### src/rtl/sort_column_ctrl_if.sv
// Purpose: column stream bundle between pixel source, sort_column_ctrl and the 7-lane sorter.
// Latency: none; wires only.
// Backpressure: in_valid/in_ready handshake on the upstream side; the sorter side is free-running.
// Ports: in_valid/in_ready/in_eol/in_col from the window source; sort_refresh/sort_in to the
//        sorter; out_valid/out_eol/out_eof qualify the sorter outputs.
interface sort_column_ctrl_if #(
    parameter int DATA_WIDTH = 8,
    parameter int LANES      = 7
);
    logic                          in_valid;
    logic                          in_ready;
    logic                          in_eol;
    logic [LANES*DATA_WIDTH-1:0]   in_col;
    logic                          sort_refresh;
    logic [LANES*DATA_WIDTH-1:0]   sort_in;
    logic                          out_valid;
    logic                          out_eol;
    logic                          out_eof;

    // master: the environment (column source + sorter output consumer)
    modport master (
        output in_valid, in_eol, in_col,
        input  in_ready, sort_refresh, sort_in, out_valid, out_eol, out_eof
    );

    // slave: the sequencer
    modport slave (
        input  in_valid, in_eol, in_col,
        output in_ready, sort_refresh, sort_in, out_valid, out_eol, out_eof
    );
endinterface

### src/rtl/sort_column_ctrl.sv
// Purpose: frame sequencer gating 7-pixel columns into the pipelined median sorter.
// Latency: accepted column is flagged on out_valid LATENCY cycles after its accept cycle.
// Backpressure: in_ready high only in RUN (not on an abort cycle); never stalls the sorter.
// Ports: clk, rst (async active-low); start/abort control pulses; cfg_cols/cfg_rows frame
//        size sampled at an accepted start; col_if column stream + sorter control (slave);
//        busy (not IDLE), frame_done (last output pulse), err (sticky protocol error).
module sort_column_ctrl #(
    parameter int DATA_WIDTH = 8,
    parameter int LANES      = 7,
    parameter int LATENCY    = 14,
    parameter int DIM_WIDTH  = 12
) (
    input  logic                 clk,
    input  logic                 rst,
    input  logic                 start,
    input  logic                 abort,
    input  logic [DIM_WIDTH-1:0] cfg_cols,
    input  logic [DIM_WIDTH-1:0] cfg_rows,
    sort_column_ctrl_if.slave    col_if,
    output logic                 busy,
    output logic                 frame_done,
    output logic                 err
);
    typedef enum logic [1:0] {IDLE, CLEAR, RUN, DRAIN} state_t;

    state_t                 state;
    state_t                 state_nxt;

    logic [DIM_WIDTH-1:0]   cols_q;
    logic [DIM_WIDTH-1:0]   rows_q;
    logic [DIM_WIDTH-1:0]   col_cnt;
    logic [DIM_WIDTH-1:0]   row_cnt;

    // One bit per sorter stage; index LATENCY-1 lines up with the sorter outputs.
    logic [LATENCY-1:0]     tag_vld;
    logic [LATENCY-1:0]     tag_eol;
    logic [LATENCY-1:0]     tag_eof;

    logic                   cfg_ok;
    logic                   start_ok;
    logic                   abort_act;
    logic                   accept;
    logic                   col_last;
    logic                   row_last;
    logic                   frame_last;
    logic                   tag_clr;
    logic                   in_ready;
    logic                   sort_refresh;

    assign cfg_ok     = (cfg_cols != '0) && (cfg_rows != '0);
    assign abort_act  = abort && (state != IDLE);
    assign col_last   = (col_cnt == cols_q - DIM_WIDTH'(1));
    assign row_last   = (row_cnt == rows_q - DIM_WIDTH'(1));
    assign frame_last = col_last && row_last;

    // Abort wins over a beat in the same cycle, so it is folded into ready directly.
    assign in_ready   = (state == RUN) && !abort;
    assign accept     = col_if.in_valid && in_ready;

    // The sorter samples every edge; non-accepted cycles present an all-zero bubble.
    assign col_if.sort_in      = accept ? col_if.in_col : '0;
    assign col_if.in_ready     = in_ready;
    assign col_if.sort_refresh = sort_refresh;
    assign col_if.out_valid    = tag_vld[LATENCY-1];
    assign col_if.out_eol      = tag_eol[LATENCY-1];
    assign col_if.out_eof      = tag_eof[LATENCY-1];
    assign busy                = (state != IDLE);

    always_comb begin
        state_nxt    = state;
        sort_refresh = 1'b0;
        frame_done   = 1'b0;
        start_ok     = 1'b0;
        case (state)
            IDLE: begin
                if (start && cfg_ok) begin
                    start_ok  = 1'b1;
                    state_nxt = CLEAR;
                end
            end
            CLEAR: begin
                sort_refresh = 1'b1;
                state_nxt    = RUN;
            end
            RUN: begin
                if (accept && frame_last) begin
                    state_nxt = DRAIN;
                end
            end
            DRAIN: begin
                if (tag_eof[LATENCY-1]) begin
                    frame_done = 1'b1;
                    state_nxt  = IDLE;
                end
            end
            default: state_nxt = IDLE;
        endcase
        // Abort flushes the sorter on the way back to IDLE and suppresses completion.
        if (abort_act) begin
            state_nxt    = IDLE;
            sort_refresh = 1'b1;
            frame_done   = 1'b0;
        end
    end

    always_ff @(posedge clk or negedge rst) begin
        if (!rst) begin
            state <= IDLE;
        end else begin
            state <= state_nxt;
        end
    end

    always_ff @(posedge clk or negedge rst) begin
        if (!rst) begin
            cols_q  <= '0;
            rows_q  <= '0;
            col_cnt <= '0;
            row_cnt <= '0;
            err     <= 1'b0;
        end else begin
            if (start_ok) begin
                cols_q <= cfg_cols;
                rows_q <= cfg_rows;
            end

            if (start_ok || abort_act) begin
                col_cnt <= '0;
                row_cnt <= '0;
            end else if (accept) begin
                if (col_last) begin
                    col_cnt <= '0;
                    row_cnt <= row_last ? '0 : row_cnt + DIM_WIDTH'(1);
                end else begin
                    col_cnt <= col_cnt + DIM_WIDTH'(1);
                end
            end

            // in_eol is only checked; the internal count stays authoritative.
            if (start_ok) begin
                err <= 1'b0;
            end else if ((state == IDLE && start && !cfg_ok) ||
                         (accept && (col_if.in_eol != col_last))) begin
                err <= 1'b1;
            end
        end
    end

    assign tag_clr = (state == CLEAR) || abort_act;

    always_ff @(posedge clk or negedge rst) begin
        if (!rst) begin
            tag_vld <= '0;
            tag_eol <= '0;
            tag_eof <= '0;
        end else if (tag_clr) begin
            tag_vld <= '0;
            tag_eol <= '0;
            tag_eof <= '0;
        end else begin
            tag_vld <= {tag_vld[LATENCY-2:0], accept};
            tag_eol <= {tag_eol[LATENCY-2:0], accept && col_last};
            tag_eof <= {tag_eof[LATENCY-2:0], accept && frame_last};
        end
    end
endmodule

### src/flat_wrapper.sv
// flat-port wrapper written by rule: the top's interface ports become plain ports
module sort_column_ctrl_flat 
#(
    parameter int DATA_WIDTH = 8,
    parameter int LANES      = 7,
    parameter int LATENCY    = 14,
    parameter int DIM_WIDTH  = 12
)
  (clk, rst, start, abort, cfg_cols, cfg_rows, busy, frame_done, err, col_if_in_valid, col_if_in_eol, col_if_in_col, col_if_in_ready, col_if_sort_refresh, col_if_sort_in, col_if_out_valid, col_if_out_eol, col_if_out_eof);
  sort_column_ctrl_if #(.DATA_WIDTH(DATA_WIDTH), .LANES(LANES)) col_if_i ();
  input  logic clk;
  input  logic rst;
  input  logic start;
  input  logic abort;
  input  logic [DIM_WIDTH-1:0] cfg_cols;
  input  logic [DIM_WIDTH-1:0] cfg_rows;
  output logic busy;
  output logic frame_done;
  output logic err;
  input wire logic [$bits(col_if_i.in_valid)-1:0] col_if_in_valid;
  input wire logic [$bits(col_if_i.in_eol)-1:0] col_if_in_eol;
  input wire logic [$bits(col_if_i.in_col)-1:0] col_if_in_col;
  output wire logic [$bits(col_if_i.in_ready)-1:0] col_if_in_ready;
  output wire logic [$bits(col_if_i.sort_refresh)-1:0] col_if_sort_refresh;
  output wire logic [$bits(col_if_i.sort_in)-1:0] col_if_sort_in;
  output wire logic [$bits(col_if_i.out_valid)-1:0] col_if_out_valid;
  output wire logic [$bits(col_if_i.out_eol)-1:0] col_if_out_eol;
  output wire logic [$bits(col_if_i.out_eof)-1:0] col_if_out_eof;
  assign col_if_i.in_valid = col_if_in_valid;
  assign col_if_i.in_eol = col_if_in_eol;
  assign col_if_i.in_col = col_if_in_col;
  assign col_if_in_ready = col_if_i.in_ready;
  assign col_if_sort_refresh = col_if_i.sort_refresh;
  assign col_if_sort_in = col_if_i.sort_in;
  assign col_if_out_valid = col_if_i.out_valid;
  assign col_if_out_eol = col_if_i.out_eol;
  assign col_if_out_eof = col_if_i.out_eof;
  sort_column_ctrl #(.DATA_WIDTH(DATA_WIDTH), .LANES(LANES), .LATENCY(LATENCY), .DIM_WIDTH(DIM_WIDTH)) u_core (.clk(clk), .rst(rst), .start(start), .abort(abort), .cfg_cols(cfg_cols), .cfg_rows(cfg_rows), .col_if(col_if_i), .busy(busy), .frame_done(frame_done), .err(err));
endmodule
### config.mk
export PLATFORM = sky130hd
export DESIGN_NAME = sort_column_ctrl_flat
export DESIGN_NICKNAME = d
export VERILOG_FILES = /design/src/rtl/sort_column_ctrl_if.sv /design/src/rtl/sort_column_ctrl.sv /design/src/flat_wrapper.sv
export SDC_FILE = /design/constraint.sdc
export NUM_CORES = 1
export LEC_CHECK = 0
export ABC_AREA = 0
export CORE_MARGIN = 2
export CORE_UTILIZATION = 35
export DETAILED_ROUTE_END_ITERATION = 10
export GPL_TIMING_DRIVEN = 0
export PLACE_DENSITY = 0.64
export SKIP_LAST_GASP = 1
export SLEW_MARGIN = 10
export SYNTH_ARGS = -nofsm -noshare
export SYNTH_HDL_FRONTEND = slang
export SYNTH_SLANG_ARGS = --single-unit
### constraint.sdc
create_clock -name clk -period 3.2 [get_ports clk]
set_input_delay 0.48 -clock clk [delete_from_list [all_inputs] [get_ports clk]]
set_output_delay 0.48 -clock clk [all_outputs]
set_load 0.005 [all_outputs]
==> results.ini <==
[pwr]
internal_power_uw=2715
p_per_area_nw_per_um2=621.0
p_leak_uw=0.003302
finalPower_uw=4542
swShare_pct=40.23
power_frac_clock_pct=22.9
ir_drop_mv=0.2779
pwr-share-comb_pct=42.7
switchingPower_uw=1827
sequentialPowerShare_pct=34.4

[placed_design]
gp_congestion=0.8272
dpl.hpwl_mm=12.04
port_buffers=149

[grt]
grt_pass1_wl_mm=24.53
grt_max_degree=68
grt-ovfl-total=0
grt_use_total_pct=19.41
antenna_found_initial=0
grt_pass1_vias=4957

[timing]
rsz0062_at_grt=no
final_max_slew_viol_count=0
worst_pin_slew_ns=0.7408
skew_ns=0.01020
final_hold_viol_count=0
setup_viol=0
fin_crit_ns=3.073
timing.final.crit_share_pct=96.02
finalSetupTns_ns=0
slew-limit-headroom_pct=50.16
max_freq_ghz=0.3254

[clock_tree]
clock_sinks=93
cts_tree=done
clockBufferDepth=2
cts_max_level=3
root_buffer=clkbuf_16
cts_buffers=9
clkTransAtPathRegs_ns=0.07
clk_latency_ns=0.36

[critical_path]
cp_cell_sequence=inv_1, ha_2, nor2b_4, clkbuf_4, buf_2, and3_1, clkdlybuf4s50_1
regToRegSetupSlack_ns=0.19
cp_slowest_cell=clkdlybuf4s50_1
end_kind=output pin
required_ns=2.72
cp_slowest_stage_delay_ns=0.54
startpoint_type=flip-flop
cp_max_fo=10
criticalPathCategory=flip-flop to output pin
arrival_ns=2.59

[cells_and_area]
nets=853
syn_to_final_growth_pct=39.62
drive_gt1_share_pct=6.021
insertedDiodeCount=0

[synth]
async_reset_ff_share_pct=100.0
synth-adder-area-share_pct=1.911
synth_seq_cells=93
synth_cells=595
ys.flop_type=dfrtp_1
yosysTopAreaCellShare_pct=44.42
syn_area_um2=5239
synth_nets=689
synth_xor_xnor_area_share_pct=4.681
synthDistinctLibCells=56
ys_warn_count=0
yosys.area.top_type=dfrtp_1
synth_compound_area_share_pct=11.75
yosys.area_share.simple_pct=32.86
yosysSeqAreaShare_pct=44.42
synth.area.top_cells=dfrtp_1, and3_1, nand2_1
synth_top_family_by_area=simple AND/OR/NAND/NOR gates
synth_edf_count=0
avgSynthCellArea_um2=8.805
muxShareOfSynthArea_pct=0.4299

[floorplanning]
ios=150
die-area_um2=15960
fp.dieW_um=126.3
die_y_um=126.3
initial_core_util_pct=35.91
row_count=44
fp.coreArea_um2=14590

[route]
drtIter0Drc=385
route.detailed.drc=0
wire_per_inst_um=16.30
ant_nets=0
dr.pass1.iters=5
vias=4952
via_per_inst=5.224
wl_mm=15.45

[outcome]
status=complete, no violations

[job]
cap_violations=0

[worst_hold_path]
hp-class=input pin to async pin

-- cells in the mapped netlist, types with 3 or more instances --
| cell | count |
|---|---|
| nand4_1 | 9 |
| a211oi_1 | 4 |
| a31oi_1 | 4 |
| a31o_2 | 5 |
| nor2b_1 | 5 |
| a21o_1 | 5 |
| xor2_1 | 11 |
| and3_1 | 66 |
| nand3_1 | 17 |
| nor2_1 | 24 |
| and2_1 | 41 |
| o22ai_1 | 9 |
| a21oi_1 | 17 |
| ha_1 | 8 |
| inv_1 | 19 |
| nor4_1 | 15 |
| nand2b_1 | 7 |
| xnor2_1 | 17 |
| buf_2 | 3 |
| nor3_1 | 13 |
| o21ai_0 | 20 |
| or4_1 | 5 |
| clkbuf_1 | 32 |
| nand2_1 | 88 |
| dfrtp_1 | 93 |
| or3_1 | 16 |
| a21boi_0 | 3 |
-- cell usage in the layout (no fill, tap or decap), drive strengths merged, types with 6 or more instances in the layout --
cell / count
nor2: 24
o21ai: 21
nand2b: 7
inv: 23
nor4: 15
clkdlybuf4s50: 148
nand2: 88
nor3: 13
nand3: 17
or3: 16
nand4: 10
a21oi: 17
and3: 66
and2: 42
xnor2: 17
xor2: 11
o22ai: 9
ha: 8
buf: 10
or4: 6
dfrtp: 93
clkbuf: 39
-- power by group through the flow --
stage | Clock [µW] | Sequential, µW | Combinational, µW
after global routing | 1120 | 1590 | 2180
after detailed placement | 0 | 1580 | 1910
after floorplan | 0 | 1520 | 1290
after CTS | 1060 | 1560 | 1930
final | 1040 | 1560 | 1940
after global placement | 0 | 1570 | 1840
-- per-layer routing --
layer | wire length [µm] | up-vias | part of all wire (%) | global-route usage, %
li1 | - | 2421 | - | -
met1 | 6255 | 2344 | 40 | 21.60
met2 | 7883 | 163 | 51 | 35.20
met3 | 886 | 24 | 5.7 | 5.609
met4 | 429 | 0 | 2.8 | 6.917
met5 | 0 | - | 0 | 0
-- stage by stage --
step | std cells | hold slack [ns] | instance area (µm²) | utilization [%] | setup slack [ns]
after global routing | 948 | 0.05443 | 7315 | 50.14 | 0.00008260
final | 948 | 0.04016 | 7315 | 50.14 | 0.1273
after CTS | 945 | 0.04013 | 7282 | 49.91 | 0.06559
after floorplan | 595 | 0.1844 | 5239 | - | 0.4817
after detailed placement | 929 | 0.4264 | 6985 | 47.88 | -0.1849
after global placement | 928 | 0.4316 | 6960 | 47.71 | -1.674
-- flip-flops by register name (all words and copies together), names as in the netlist --
name	flops
u_core.tag_eof	14
u_core.tag_vld	14
u_core.rows_q	12
u_core.err	1
u_core.row_cnt	12
u_core.cols_q	12
u_core.state	2
u_core.col_cnt	12
u_core.tag_eol	14
-- final timing paths --
kind / depth (start not counted) / start / endpoint
min in group clk: 1 / u_core.tag_eol[1] / u_core.tag_eol[2]
setup / recovery: 7 / u_core.state[0] / col_if_sort_in[7]
hold reg to reg: 1 / u_core.tag_eol[1] / u_core.tag_eol[2]
max in group asynchronous: 2 / rst / u_core.row_cnt[10]
hold / removal: 1 / rst / u_core.cols_q[9]
setup reg to reg: 9 / u_core.cols_q[0] / u_core.state[1]
-- worst max-delay path: cells and delay by family (launching register included) --
kind / cells / cell delay [ns]
fa+ha+maj: 1 / 0.24
simple gates: 2 / 0.48
buf+inv: 4 / 1.13
flops: 1 / 0.40
-- cell type report --
cell class,count,area (µm²)
tap,184,230.2
clock buffer,9,225.2
timing repair buffer,153,1539
multi-input combinational,448,2720
buffer,35,143.9
fill,1373,7274
inverter,19,71.32
sequential,93,2327
clock inverter,7,57.56
-- timing repair --
item                                    CTS  global route
hold buffers                              0             0
pin swaps                                 0             3
setup buffers                             0             3
gates resized for setup                   6             9
endpoints found under the setup margin   33            25
-- cells by family after synthesis --
family	Yosys count
simple gates	320
flops	93
compound gates	90
buf+inv	54
xor+xnor	28
fa+ha+maj	8
mux	2
(Power assumes the default switching activity.)
==> variant 1: new RTL, same settings <==
Encoding of `state_t`: now Gray code (2 bits for 4 states).
--- a/src/rtl/sort_column_ctrl.sv
+++ b/src/rtl/sort_column_ctrl.sv
@@ -21,7 +21,7 @@
     output logic                 frame_done,
     output logic                 err
 );
-    typedef enum logic [1:0] {IDLE, CLEAR, RUN, DRAIN} state_t;
+    typedef enum logic [1:0] {IDLE = 2'b00, CLEAR = 2'b01, RUN = 2'b11, DRAIN = 2'b10} state_t;
 
     state_t                 state;
     state_t                 state_nxt;
Behaviour: same outputs for any inputs over 10 cycles, from zero or initial values and one cycle with rst low; not proved beyond that.
==> variant 1 against the original RTL <==
Area after synthesis down 2.5%; setup slack better by 0.031 ns; cell count down 10%; hold slack better by 0.084 ns; total power down 8.0%; sequential cell count unchanged; cell area down 1.5%; wire length down 12%; combinational power down 25%; die area down 2.5%.
==> variant 1: results (changes against the original RTL) <==
[cells_and_area]
nMultiInputCombCells=370  ; -17%
final-clk-cell-share_pct=4.48  ; +0.62 points
drive_gt1_share_pct=13.6  ; +7.6 points
fin_nets=753  ; -12%

[yosys]
synthMuxAreaShare_pct=5.49  ; +5.1 points
synth_nets=591  ; -14%
synth-compound-area-share_pct=11.2  ; -0.58 points
synthTopCellsByCount=and2_1, dfrtp_1, nand2_1, nor2_1, mux2_2
synthAdderAreaFrac_pct=0.980  ; -0.93 points
ys_top_cells_by_area=dfrtp_1, and2_1, mux2_2
synthDistinctLibCells=63  ; +13%

[timing]
timing.hold.ws_ns=0.124  ; +0.0841 ns
worst_slew_pin_slew_ns=0.785  ; +0.0439 ns
clock_skew_ns=0.00748  ; -0.00272 ns

[setup_path]
crit_end=col_if_sort_in[11]
slowest_delay_ns=0.52  ; -0.02 ns

[power]
p_leak_nw=3.00  ; -9.3%
peakVddDrop_mv=0.288  ; +3.6%

[placement]
dp_hpwl_um=10600  ; -12%
place_area_um2=6850  ; -1.9%
dp.cells=835  ; -10%

[drt]
wl_um=13600  ; -12%
drt_iter0_markers=262  ; -32%
vias=4297  ; -13%

[status]
status=finished, final reports clean

[grt]
grt_max_degree=54  ; -21%

-- variant 1: timing repair --
item	in CTS	in global routing
pin swaps	0	0
buffers inserted	0	1
resized for setup	9	3
cloned	0	0
setup endpoints to repair	56	34
-- variant 1: power breakdown --
group	total [mW]	internal (mW)	switching [mW]
Combinational	1.45	0.698	0.751
Clock	1.15	0.688	0.458
Sequential	1.58	1.35	0.230
Total	4.18	2.74	1.44
-- variant 1: per-layer routing --
metal	track usage, %	routed length, um	up-vias
met4	8.13	327	0
met3	4.04	928	19
met1	20.8	5610	2054
li1	-	-	2055
met2	30.4	6790	169
met5	0	0	-
-- variant 1: cells by family after synthesis --
logic type,after synthesis
multiplexers,25
buffers and inverters,38
flip-flops,93
XOR/XNOR,35
AND/OR/NAND/NOR,240
adder cells (fa/ha/maj),4
AO/OA/AOI/OAI,66
==> variant 2: new RTL, config.mk and constraints unchanged <==
Without the edit above. `LANES` is set to 7 in 3 places; all go to 6.
--- a/src/rtl/sort_column_ctrl_if.sv
+++ b/src/rtl/sort_column_ctrl_if.sv
@@ -5,7 +5,7 @@
 //        sorter; out_valid/out_eol/out_eof qualify the sorter outputs.
 interface sort_column_ctrl_if #(
     parameter int DATA_WIDTH = 8,
-    parameter int LANES      = 7
+    parameter int LANES      = 6
 );
     logic                          in_valid;
     logic                          in_ready;
--- a/src/rtl/sort_column_ctrl.sv
+++ b/src/rtl/sort_column_ctrl.sv
@@ -6,7 +6,7 @@
 //        busy (not IDLE), frame_done (last output pulse), err (sticky protocol error).
 module sort_column_ctrl #(
     parameter int DATA_WIDTH = 8,
-    parameter int LANES      = 7,
+    parameter int LANES      = 6,
     parameter int LATENCY    = 14,
     parameter int DIM_WIDTH  = 12
 ) (
--- a/src/flat_wrapper.sv
+++ b/src/flat_wrapper.sv
@@ -2,7 +2,7 @@
 module sort_column_ctrl_flat 
 #(
     parameter int DATA_WIDTH = 8,
-    parameter int LANES      = 7,
+    parameter int LANES      = 6,
     parameter int LATENCY    = 14,
     parameter int DIM_WIDTH  = 12
 )
Interface: changed (resized col_if_in_col and col_if_sort_in); port bits go from 150 to 134. The function was not compared with the original's and may differ.
==> variant 2 against the original RTL <==
Setup slack gained 0.036 ns; total power shrank 3.0%; global-route usage shrank 1.1 points; wire length shrank 8.2%; cell area shrank 1.8%; sequential cell count is the same; clock power shrank 5%; synthesized cell count shrank 10%; area after synthesis grew 1.1%; core utilization shrank 1.1 points; combinational power shrank 6%; critical path type is now reg2reg; largest power group unchanged; highest routed layer unchanged.
==> variant 2: results (changes against the original RTL) <==
[timing]
relSlewSlack_pct=57.8  ; +7.7 points
clock_skew_ns=0.00569  ; -0.00452 ns

[setup_path]
crit_start=u_core.rows_q[0]
crit_slowest_cell=or4_1
cp_top_family=compound AO/OA/AOI/OAI gates
slowest_delay_ns=0.53
crit_fanout=10  ; unchanged
cp.arrival_ns=3.32  ; +0.73 ns

[placement]
place_area_um2=6880  ; -1.5%
dp_hpwl_um=10900  ; -9.8%
numPortBuffers=133  ; -11%
gp_routability_congestion=0.831  ; +0.51%

[clock_tree]
cts_buffers=9  ; unchanged
cts.clk_slew.worst_paths_ns=0.07  ; about the same
clk_root_buffer_cell=clkbuf_16
clock_latency_ns=0.35
h-tree-depth=3  ; unchanged
clk_path_buf_depth=2  ; unchanged

[cells_and_area]
reg_top3=u_core.tag_eof x14, u_core.tag_eol x14, u_core.tag_vld x14
antenna_cells=0  ; unchanged
drive_gt1_share_pct=11.0  ; +4.9 points
fin_nets=765  ; -10%

[drt]
drt-pass1-iter-count=4  ; -1
wl_um=14200  ; -8.2%
vias=4623  ; -6.6%
drt_iter0_markers=296  ; -23%
top_layer=met4
dr_wl_met2_um=7150  ; -9.3%
wl_met3_um=904  ; +2.0%
wl_met1_um=5700  ; -8.9%

[yosys]
ys_warn_count=0  ; unchanged
ys.flop_type=dfrtp_1
async_reset_ff_share_pct=100  ; unchanged
synthTopCellsByCount=dfrtp_1, and3_1, and2_1, nand2_1, mux2_2
ys_top_cells_by_area=dfrtp_1, and3_1, and2_1
synthDistinctLibCells=66  ; +18%
synth_nets=619  ; -10%
yosysSeqAreaShare_pct=43.9  ; -0.48 points

[power]
peakVddDrop_mv=0.333  ; +20%
p_leak_nw=3.15  ; -4.6%
power_report.internal_total_mw=2.75  ; +1.4%

[grt]
grt_usage_pct=18.3  ; -1.1 points
grt_pass1_vias=4902  ; -1.1%
grt_max_degree=62  ; -8.8%
grt_first_pass_wirelength_um=23500  ; -4.2%
antenna_found_initial=0  ; unchanged

[flow_run]
maxCapViolations=0  ; unchanged

[min_path]
hold_path.class=in2async

[status]
status=finished, final reports clean

variant 2: worst paths after layout:
path / end / slack [ns] / cells after the start
max: u_core.state[1] / 0.16 / 12
min: u_core.rows_q[8] / 0.09 / 1
max reg2reg: u_core.state[1] / 0.16 / 12
min reg2reg: u_core.tag_vld[4] / 0.44 / 1
max in group asynchronous: u_core.tag_vld[11] / 2.46 / 2
min in group clk: u_core.tag_vld[4] / 0.44 / 1
variant 2: final cells by class:
| class | count | area (um^2) |
|---|---|---|
| clock inverters | 5 | 37.5 |
| well taps | 184 | 230 |
| multi-input cells | 389 | 2760 |
| flip-flops and latches | 93 | 2330 |
| plain buffers | 34 | 165 |
| clock buffers | 11 | 233 |
| repair buffers | 136 | 1370 |
| fillers | 1375 | 7460 |
| inverters | 16 | 60.1 |
variant 2: worst reg2reg max path, cell delays in order, from the launching register on:
cell	delay (ns)
dfrtp_1	0.38
buf_2	0.25
inv_1	0.07
ha_1	0.19
buf_2	0.17
o21bai_1	0.20
a2111oi_0	0.45
a211oi_1	0.12
o31ai_2	0.13
nand4_2	0.18
buf_4	0.21
or4_1	0.53
nand3_1	0.09
variant 2: cell families after synthesis:
family                     Yosys count  synth area share (%)
and+or+nand+nor                    244                  28.5
DFF                                 93                  43.9
AOI/OAI and AO/OA                   80                  10.8
buffers and inverters               51                  4.23
xor gates and xnor gates            31                  5.13
muxes                               26                  5.50
adders and majority gates            8                  1.89
variant 2: through the flow:
step                cells  setup TNS, ns  worst slack [ns]
floorplan             533              0             0.331
global placement      850        -159.32             -1.72
detailed placement    851         -0.287           -0.0546
CTS                   867              0            0.0176
global route          868        -0.0122           -0.0103
finish                868              0             0.164
variant 2: power by group through the flow:
stage | combinational [mW] | clock (mW) | sequential [mW]
2_1_floorplan | 1.27 | 0 | 1.55
3_3_place_gp | 1.76 | 0 | 1.61
3_5_place_dp | 1.81 | 0 | 1.62
4_1_cts | 1.82 | 1.02 | 1.60
5_1_grt | 2.02 | 1.08 | 1.63
6_report | 1.83 | 0.983 | 1.60
variant 2: routing by layer:
layer  up-vias  GRT usage [%]
met1      2220           21.0
met2       162           32.5
met5         -              0
met3        27           4.48
met4         0           7.63
li1       2214              -
variant 2: what timing repair did:
action | 4_1_cts | 5_1_grt
pin swaps | 1 | 1
resized for setup | 3 | 6
setup endpoints to repair | 13 | 13
buffers inserted | 1 | 1
endpoints found under the hold margin | 0 | 0
